$ cat config.mk
export PLATFORM = sky130hd
export DESIGN_NAME = multi_param_key_controller
export DESIGN_NICKNAME = d
export VERILOG_FILES = /design/src/rtl/multi_param_key_controller.sv
export SDC_FILE = /design/constraint.sdc
export NUM_CORES = 1
export LEC_CHECK = 0
export CAP_MARGIN = 15
export CORE_AREA = 2 2 204 206
export CTS_CLUSTER_DIAMETER = 60
export CTS_CLUSTER_SIZE = 28
export DETAILED_ROUTE_END_ITERATION = 8
export DIE_AREA = 0 0 206 208
export PLACE_DENSITY = 0.71
export SYNTH_ARGS = -nofsm -noshare
export SYNTH_HDL_FRONTEND = slang
export SYNTH_SLANG_ARGS = --single-unit
$ cat constraint.sdc
create_clock -name clk -period 7.3 [get_ports clk]
set_clock_uncertainty 0.15 [all_clocks]
set_input_delay 1.46 -clock clk [delete_from_list [all_inputs] [get_ports clk]]
set_output_delay 1.46 -clock clk [all_outputs]
set_load 0.005 [all_outputs]
$ cat src/rtl/multi_param_key_controller.sv
// -----------------------------------------------------------------------------
// multi_param_key_controller
//
// Keyboard-driven adjuster for NUM_CH independent bounded parameters (volume,
// octave, tempo, instrument, ...). Each channel owns an up key and a down key,
// a [MIN, MAX] range, a default value and a saturate/wrap mode. Holding a key
// auto-repeats after REPEAT_DELAY cycles and then every REPEAT_PERIOD cycles.
// KEY_DEFAULT restores every channel to its default.
//
// Ports
//   clk          system clock
//   rst          asynchronous, active-high reset
//   key_down     level map of currently held keys, indexed by key code
//   last_change  code of the most recently changed key
//   key_valid    one-cycle strobe, last_change valid this cycle
//   value        packed channel values, channel i at [VAL_W*i +: VAL_W]
//   changed      one-cycle pulse per channel, registered together with value
//   repeating    high while the auto-repeat engine is in its REPEAT phase
// -----------------------------------------------------------------------------
module multi_param_key_controller #(
  parameter int                      NUM_CH        = 2,
  parameter int                      VAL_W         = 3,
  parameter logic [9*NUM_CH-1:0]     KEY_UP        = {9'h01D, 9'h023},
  parameter logic [9*NUM_CH-1:0]     KEY_DN        = {9'h01B, 9'h01C},
  parameter logic [NUM_CH*VAL_W-1:0] MIN_VALS      = {3'd1, 3'd1},
  parameter logic [NUM_CH*VAL_W-1:0] MAX_VALS      = {3'd3, 3'd5},
  parameter logic [NUM_CH*VAL_W-1:0] RST_VALS      = {3'd2, 3'd3},
  parameter logic [NUM_CH-1:0]       WRAP_MASK     = 2'b00,
  parameter logic [8:0]              KEY_DEFAULT   = 9'h066,
  parameter int                      REPEAT_DELAY  = 50_000_000,
  parameter int                      REPEAT_PERIOD = 10_000_000,
  parameter int                      CNT_W         = 26
) (
  input  logic                      clk,
  input  logic                      rst,
  input  logic [511:0]              key_down,
  input  logic [8:0]                last_change,
  input  logic                      key_valid,
  output logic [NUM_CH*VAL_W-1:0]   value,
  output logic [NUM_CH-1:0]         changed,
  output logic                      repeating
);

  // Hold-tracking FSM encoding.
  localparam logic [1:0] S_IDLE   = 2'd0;
  localparam logic [1:0] S_DELAY  = 2'd1;
  localparam logic [1:0] S_REPEAT = 2'd2;

  // Channel index width; a single-channel build still needs one bit.
  localparam int CH_W = (NUM_CH > 1) ? $clog2(NUM_CH) : 1;

  // Terminal counts: the counter runs 0..LAST, so a step lands exactly
  // REPEAT_DELAY (or REPEAT_PERIOD) edges after the previous one.
  localparam logic [CNT_W-1:0] DELAY_LAST  = CNT_W'(REPEAT_DELAY - 1);
  localparam logic [CNT_W-1:0] PERIOD_LAST = CNT_W'(REPEAT_PERIOD - 1);

  // ---------------------------------------------------------------------------
  // State
  // ---------------------------------------------------------------------------
  logic [1:0]              state_q,     state_d;
  logic [CNT_W-1:0]        cnt_q,       cnt_d;
  logic [8:0]              held_code_q, held_code_d;
  logic [CH_W-1:0]         held_ch_q,   held_ch_d;
  logic                    held_up_q,   held_up_d;
  logic [NUM_CH*VAL_W-1:0] value_q,     value_d;
  logic [NUM_CH-1:0]       changed_q,   changed_d;

  // ---------------------------------------------------------------------------
  // One bounded step. The limit is compared before any arithmetic, so the
  // VAL_W-bit increment/decrement can never overflow or underflow.
  // ---------------------------------------------------------------------------
  function automatic logic [VAL_W-1:0] step_value(
    input logic [VAL_W-1:0] cur,
    input logic [VAL_W-1:0] lo,
    input logic [VAL_W-1:0] hi,
    input logic             up,
    input logic             wrap
  );
    logic [VAL_W-1:0] res;
    if (up) begin
      if (cur >= hi) res = wrap ? lo : hi;
      else           res = cur + VAL_W'(1);
    end else begin
      if (cur <= lo) res = wrap ? hi : lo;
      else           res = cur - VAL_W'(1);
    end
    return res;
  endfunction

  // ---------------------------------------------------------------------------
  // Key decode: press detection and priority match.
  // The default key is checked first; otherwise the lowest channel wins and
  // within a channel the up key beats the down key.
  // ---------------------------------------------------------------------------
  logic            press_evt;
  logic            is_default;
  logic            match_found;
  logic [CH_W-1:0] match_ch;
  logic            match_up;

  // Release strobes carry a low key_down bit and must never step.
  assign press_evt  = key_valid && key_down[last_change];
  assign is_default = (last_change == KEY_DEFAULT);

  // NOTE: every signal written in an always_comb gets a default first, so no
  // path through the block can leave it unassigned and infer a latch.
  always_comb begin
    match_found = 1'b0;
    match_ch    = '0;
    match_up    = 1'b0;
    for (int i = 0; i < NUM_CH; i++) begin
      if (!match_found) begin
        if (last_change == KEY_UP[9*i +: 9]) begin
          match_found = 1'b1;
          match_ch    = CH_W'(i);
          match_up    = 1'b1;
        end else if (last_change == KEY_DN[9*i +: 9]) begin
          match_found = 1'b1;
          match_ch    = CH_W'(i);
          match_up    = 1'b0;
        end
      end
    end
  end

  // ---------------------------------------------------------------------------
  // Next-state logic
  // ---------------------------------------------------------------------------
  logic            do_step;
  logic [CH_W-1:0] step_ch;
  logic            step_up;

  always_comb begin
    state_d     = state_q;
    cnt_d       = cnt_q;
    held_code_d = held_code_q;
    held_ch_d   = held_ch_q;
    held_up_d   = held_up_q;
    value_d     = value_q;
    changed_d   = '0;
    do_step     = 1'b0;
    step_ch     = held_ch_q;
    step_up     = held_up_q;

    if (press_evt && is_default) begin
      // Restore defaults; only channels that actually move report a change.
      value_d = RST_VALS;
      for (int i = 0; i < NUM_CH; i++) begin
        changed_d[i] = (value_q[VAL_W*i +: VAL_W] != RST_VALS[VAL_W*i +: VAL_W]);
      end
      state_d = S_IDLE;
      cnt_d   = '0;
    end else if (press_evt && match_found) begin
      // A new matched press always takes over, from any state, and steps
      // immediately; any repeat step due this cycle is dropped.
      held_code_d = last_change;
      held_ch_d   = match_ch;
      held_up_d   = match_up;
      do_step     = 1'b1;
      step_ch     = match_ch;
      step_up     = match_up;
      cnt_d       = '0;
      state_d     = S_DELAY;
    end else begin
      // Unmatched presses and release strobes land here and leave the hold
      // alone; only the held key's own level can end it.
      case (state_q)
        S_IDLE: begin
        end
        S_DELAY: begin
          if (!key_down[held_code_q]) begin
            state_d = S_IDLE;
            cnt_d   = '0;
          end else if (cnt_q == DELAY_LAST) begin
            do_step = 1'b1;
            cnt_d   = '0;
            state_d = S_REPEAT;
          end else begin
            cnt_d = cnt_q + CNT_W'(1);
          end
        end
        S_REPEAT: begin
          if (!key_down[held_code_q]) begin
            state_d = S_IDLE;
            cnt_d   = '0;
          end else if (cnt_q == PERIOD_LAST) begin
            // A step against a saturated limit keeps repeating with no change.
            do_step = 1'b1;
            cnt_d   = '0;
          end else begin
            cnt_d = cnt_q + CNT_W'(1);
          end
        end
        default: begin
          state_d = S_IDLE;
          cnt_d   = '0;
        end
      endcase
    end

    // Apply the (single) step to the selected channel.
    for (int i = 0; i < NUM_CH; i++) begin
      if (do_step && (step_ch == CH_W'(i))) begin
        value_d[VAL_W*i +: VAL_W] = step_value(value_q[VAL_W*i +: VAL_W],
                                               MIN_VALS[VAL_W*i +: VAL_W],
                                               MAX_VALS[VAL_W*i +: VAL_W],
                                               step_up, WRAP_MASK[i]);
        changed_d[i] = (value_d[VAL_W*i +: VAL_W] != value_q[VAL_W*i +: VAL_W]);
      end
    end
  end

  // ---------------------------------------------------------------------------
  // Registers
  // ---------------------------------------------------------------------------
  // NOTE: sequential state uses non-blocking assignments so every register
  // samples the pre-edge values of the others, independent of block order.
  always_ff @(posedge clk or posedge rst) begin
    if (rst) begin
      state_q     <= S_IDLE;
      cnt_q       <= '0;
      held_code_q <= '0;
      held_ch_q   <= '0;
      held_up_q   <= 1'b0;
      value_q     <= RST_VALS;
      changed_q   <= '0;
    end else begin
      state_q     <= state_d;
      cnt_q       <= cnt_d;
      held_code_q <= held_code_d;
      held_ch_q   <= held_ch_d;
      held_up_q   <= held_up_d;
      value_q     <= value_d;
      changed_q   <= changed_d;
    end
  end

  assign value     = value_q;
  assign changed   = changed_q;
  assign repeating = (state_q == S_REPEAT);

endmodule

==> flow_metrics.env <==
export IMPL_status="complete, no violations"
export IMPL_syn_avg_cell_area_um2=9.77
export IMPL_ir_drop_mv=0.0858
export IMPL_viasPerCell=6.21
export IMPL_routed_wl_um=68200
export IMPL_vias=13682
export IMPL_ys_warnings_count=0
export IMPL_comb_power_share_pct=60.5
export IMPL_clock_path_buffers=2
export IMPL_synth_compound_area_share_pct=17.5
export IMPL_synth_cells=1210
export IMPL_grt_pass1_wl_um=96600
export IMPL_p_int_w=0.000916
export IMPL_ys_flop_type="dfrtp_1"
export IMPL_place_gp_congestion=0.956
export IMPL_synth_nets=1747
export IMPL_fin_crit_ps=5730
export IMPL_synthMuxAreaShare_pct=49.9
export IMPL_synth_xor_area_share_pct=0.444
export IMPL_rows=74
export IMPL_powerDensity_mw_per_mm2=80.9
export IMPL_cts_max_level=2
export IMPL_p_sw_share_pct=35.7
export IMPL_maxCapViolations=0
export IMPL_tns_ps=0
export IMPL_drc=0
export IMPL_netlist_area_mm2=0.0118
export IMPL_firstDrtPassIters=6
export IMPL_drv_slew=0
export IMPL_regArea_mm2=0.00119
export IMPL_crit_fanout=37
export IMPL_clk_pin_slew_ps=70
export IMPL_io_buffers=532
export IMPL_critical_path_required_ps=7330
export IMPL_fin_crit_sh_pct=78.6
export IMPL_start_util_pct=29.2
export IMPL_die_h_um=208
export IMPL_synth_adder_area_share_pct=1.38
export IMPL_grt_antenna_before_repair=15
export IMPL_clock_latency_ps=290
export IMPL_ant_nets=0
export IMPL_die_x_um=206
export IMPL_ys_async_sr_fraction_pct=100
export IMPL_netlist_cell_type_count=78
export IMPL_multi_input_area_mm2=0.00994
export IMPL_ys_seq_area_share_pct=9.98
export IMPL_power_frac_clock_pct=19.7
export IMPL_finalSetupViolCount=0
export IMPL_cts_resized=0
export IMPL_drt_wirelength_per_cell_um=31.0
export IMPL_cts_buffers=5
export IMPL_grt_pass1_vias=14118
export IMPL_num_fill_cells=3957
export IMPL_dieArea_mm2=0.0428
export IMPL_crit_type="input pin to register"
export IMPL_start_kind="input pin"
export IMPL_synth_edf_count=0
export IMPL_synth_top_family_by_area="multiplexers"
export IMPL_yosys_register_bits=47
export IMPL_nets=2197
export IMPL_maxSlewHeadroom_pct=28.5
export IMPL_rsz0062_at_grt="false"
export IMPL_track_usage_pct=30.7
export IMPL_p_switching_w=0.000508
export IMPL_grt_max_degree=81
export IMPL_cts_setup_buffers=0
export IMPL_cts_tree="done"
export IMPL_drive_gt1_share_pct=13.6
export IMPL_core_area_mm2=0.0406
export IMPL_hold_violations=0
export IMPL_cp_arrival_ps=5760
export IMPL_cts_hold_buf=0
export IMPL_power_frac_seq_pct=19.7
export IMPL_synthToLayoutAreaGrowth_pct=48.8
export IMPL_synth_simple_gate_area_share_pct=14.7
export IMPL_max_freq_mhz=174
export IMPL_tightest_slew_ps=1070
export IMPL_leakagePower_nw=6.05
export IMPL_clock_sinks=47
export IMPL_hpwlAfterDp_um=55900
export IMPL_io_pins=533
export IMPL_hold_slack_ps=413
export IMPL_cts_root_buf="clkbuf_16"
export IMPL_drtIter0Drc=1279
export IMPL_fin_total_pwr_w=0.00142
export IMPL_gr_total_overflow=0
export IMPL_hold_class="register to register"
export IMPL_critPathCaptureType="register"
[layout make-up]
cell class | count | share of cell area, %
repair buffers | 558 | 31.4
diodes | 11 | 0.156
clock inverters | 2 | 0.199
flip-flops and latches | 47 | 6.77
multi-input cells | 1029 | 56.5
inverters | 19 | 0.405
clock buffers | 6 | 0.789
well taps | 532 | 3.78
[placed cells by master, fill, tap and decap left out, types with 20 or more instances in the layout]
master and count:
buf_4 25, a21oi_1 41, nor2_1 46, nor2b_1 23, nand3_1 63, mux4_2 145, clkdlybuf4s50_1 528, o21ai_0 24
a22o_1 20, dfrtp_1 41, nand2_1 79, a22oi_1 94, mux2i_1 232
[path summary, 6_finish.rpt]
kind                                                  from                    endpoint  slack (ps)  depth (start not counted)
worst max-delay path                        last_change[4]       cnt_q[10]$_DFFE_PP0P_        1570                         12
worst min-delay path                 cnt_q[15]$_DFFE_PP0P_       cnt_q[15]$_DFFE_PP0P_         410                          1
worst max register to register  held_code_q[0]$_DFFE_PP0P_       cnt_q[10]$_DFFE_PP0P_        2150                         12
worst min register to register       cnt_q[15]$_DFFE_PP0P_       cnt_q[15]$_DFFE_PP0P_         410                          1
max in group asynchronous                              rst  held_code_q[0]$_DFFE_PP0P_        4970                          3
min in group asynchronous                              rst        value[3]$_DFFE_PP0P_        1520                          3
[layer usage]
layer	vias up	GRT usage [%]	wire length (um)
li1	5873	-	-
met1	6789	36.6	25200
met4	8	13.5	3410
met2	860	53.1	33400
met5	-	0	60
met3	152	6.23	6130
[synthesized netlist by cell type (all sizes together) (6+ instances only)]
| cell | number | area share, % |
|---|---|---|
| mux2i | 232 | 20 |
| mux4 | 150 | 29 |
| a22oi | 94 | 6.0 |
| buf | 80 | 4.4 |
| nand2 | 79 | 2.5 |
| nand3 | 63 | 2.7 |
| nor2 | 49 | 1.6 |
| dfrtp | 44 | 9.3 |
| a21oi | 42 | 1.8 |
| clkbuf | 35 | 1.1 |
| o21ai | 28 | 1.2 |
| nor2b | 27 | 1.4 |
| a22o | 20 | 1.5 |
| inv | 18 | 0.57 |
| mux2 | 16 | 1.5 |
| and3 | 15 | 0.84 |
| nand4 | 15 | 0.79 |
| nor3 | 15 | 0.63 |
| ha | 13 | 1.4 |
| a211oi | 11 | 0.70 |
| a221o | 11 | 0.93 |
| and2 | 10 | 0.53 |
| o211ai | 10 | 0.63 |
| a31oi | 9 | 0.48 |
| nor4 | 9 | 0.48 |
| a221oi | 8 | 0.59 |
| nand2b | 8 | 0.42 |
| a2111oi | 6 | 0.60 |
| and3b | 6 | 0.44 |
| o31ai | 6 | 0.38 |
[stage by stage]
stage / cells / instance area [um^2] / setup slack (ps) / utilization (%)
global route: 2204 / 17600 / 1450 / 43.4
floorplan: 1210 / 11800 / 2670 / -
finish: 2204 / 17600 / 1570 / 43.4
global placement: 2184 / 17400 / 1330 / 42.9
detailed placement: 2184 / 17400 / 1310 / 42.9
CTS: 2192 / 17600 / 1620 / 43.3
[power by group through the flow]
stage	sequential, W	clock [W]	combinational [W]
2_1_floorplan	0.000271	0	0.000384
3_3_place_gp	0.000286	0	0.000844
4_1_cts	0.000281	0.000280	0.000852
6_report	0.000281	0.000281	0.000862
3_5_place_dp	0.000286	0	0.000848
5_1_grt	0.000282	0.000293	0.000899
[sequential cells by signal, indices dropped and copies added (netlist names)]
name / cells
changed: 2
state_q: 2
value: 6
cnt_q: 26
held_code_q: 9
held_ch_q: 1
held_up_q: 1
[logic make-up (layout without fill, tap and decap cells)]
| family | after synthesis | in the layout |
|---|---|---|
| multiplexers | 398 | 398 |
| AND/OR/NAND/NOR | 330 | 330 |
| AO/OA/AOI/OAI | 282 | 282 |
| buffers and inverters | 134 | 585 |
| flip-flops | 47 | 47 |
| adder cells (fa/ha/maj) | 13 | 13 |
| XOR/XNOR | 6 | 6 |
| other | 0 | 11 |
[critical path, stage by stage]
cell and delay, ps:
clkdlybuf4s50_1 1100, inv_1 410, a211oi_1 300, nand3_1 130, nand4_1 110, nor4b_1 80
or4b_1 570, a2111oi_4 730, nor4b_4 90, buf_4 270, and3_1 210, a221o_1 260
Power figures use the tool's default switching activity.
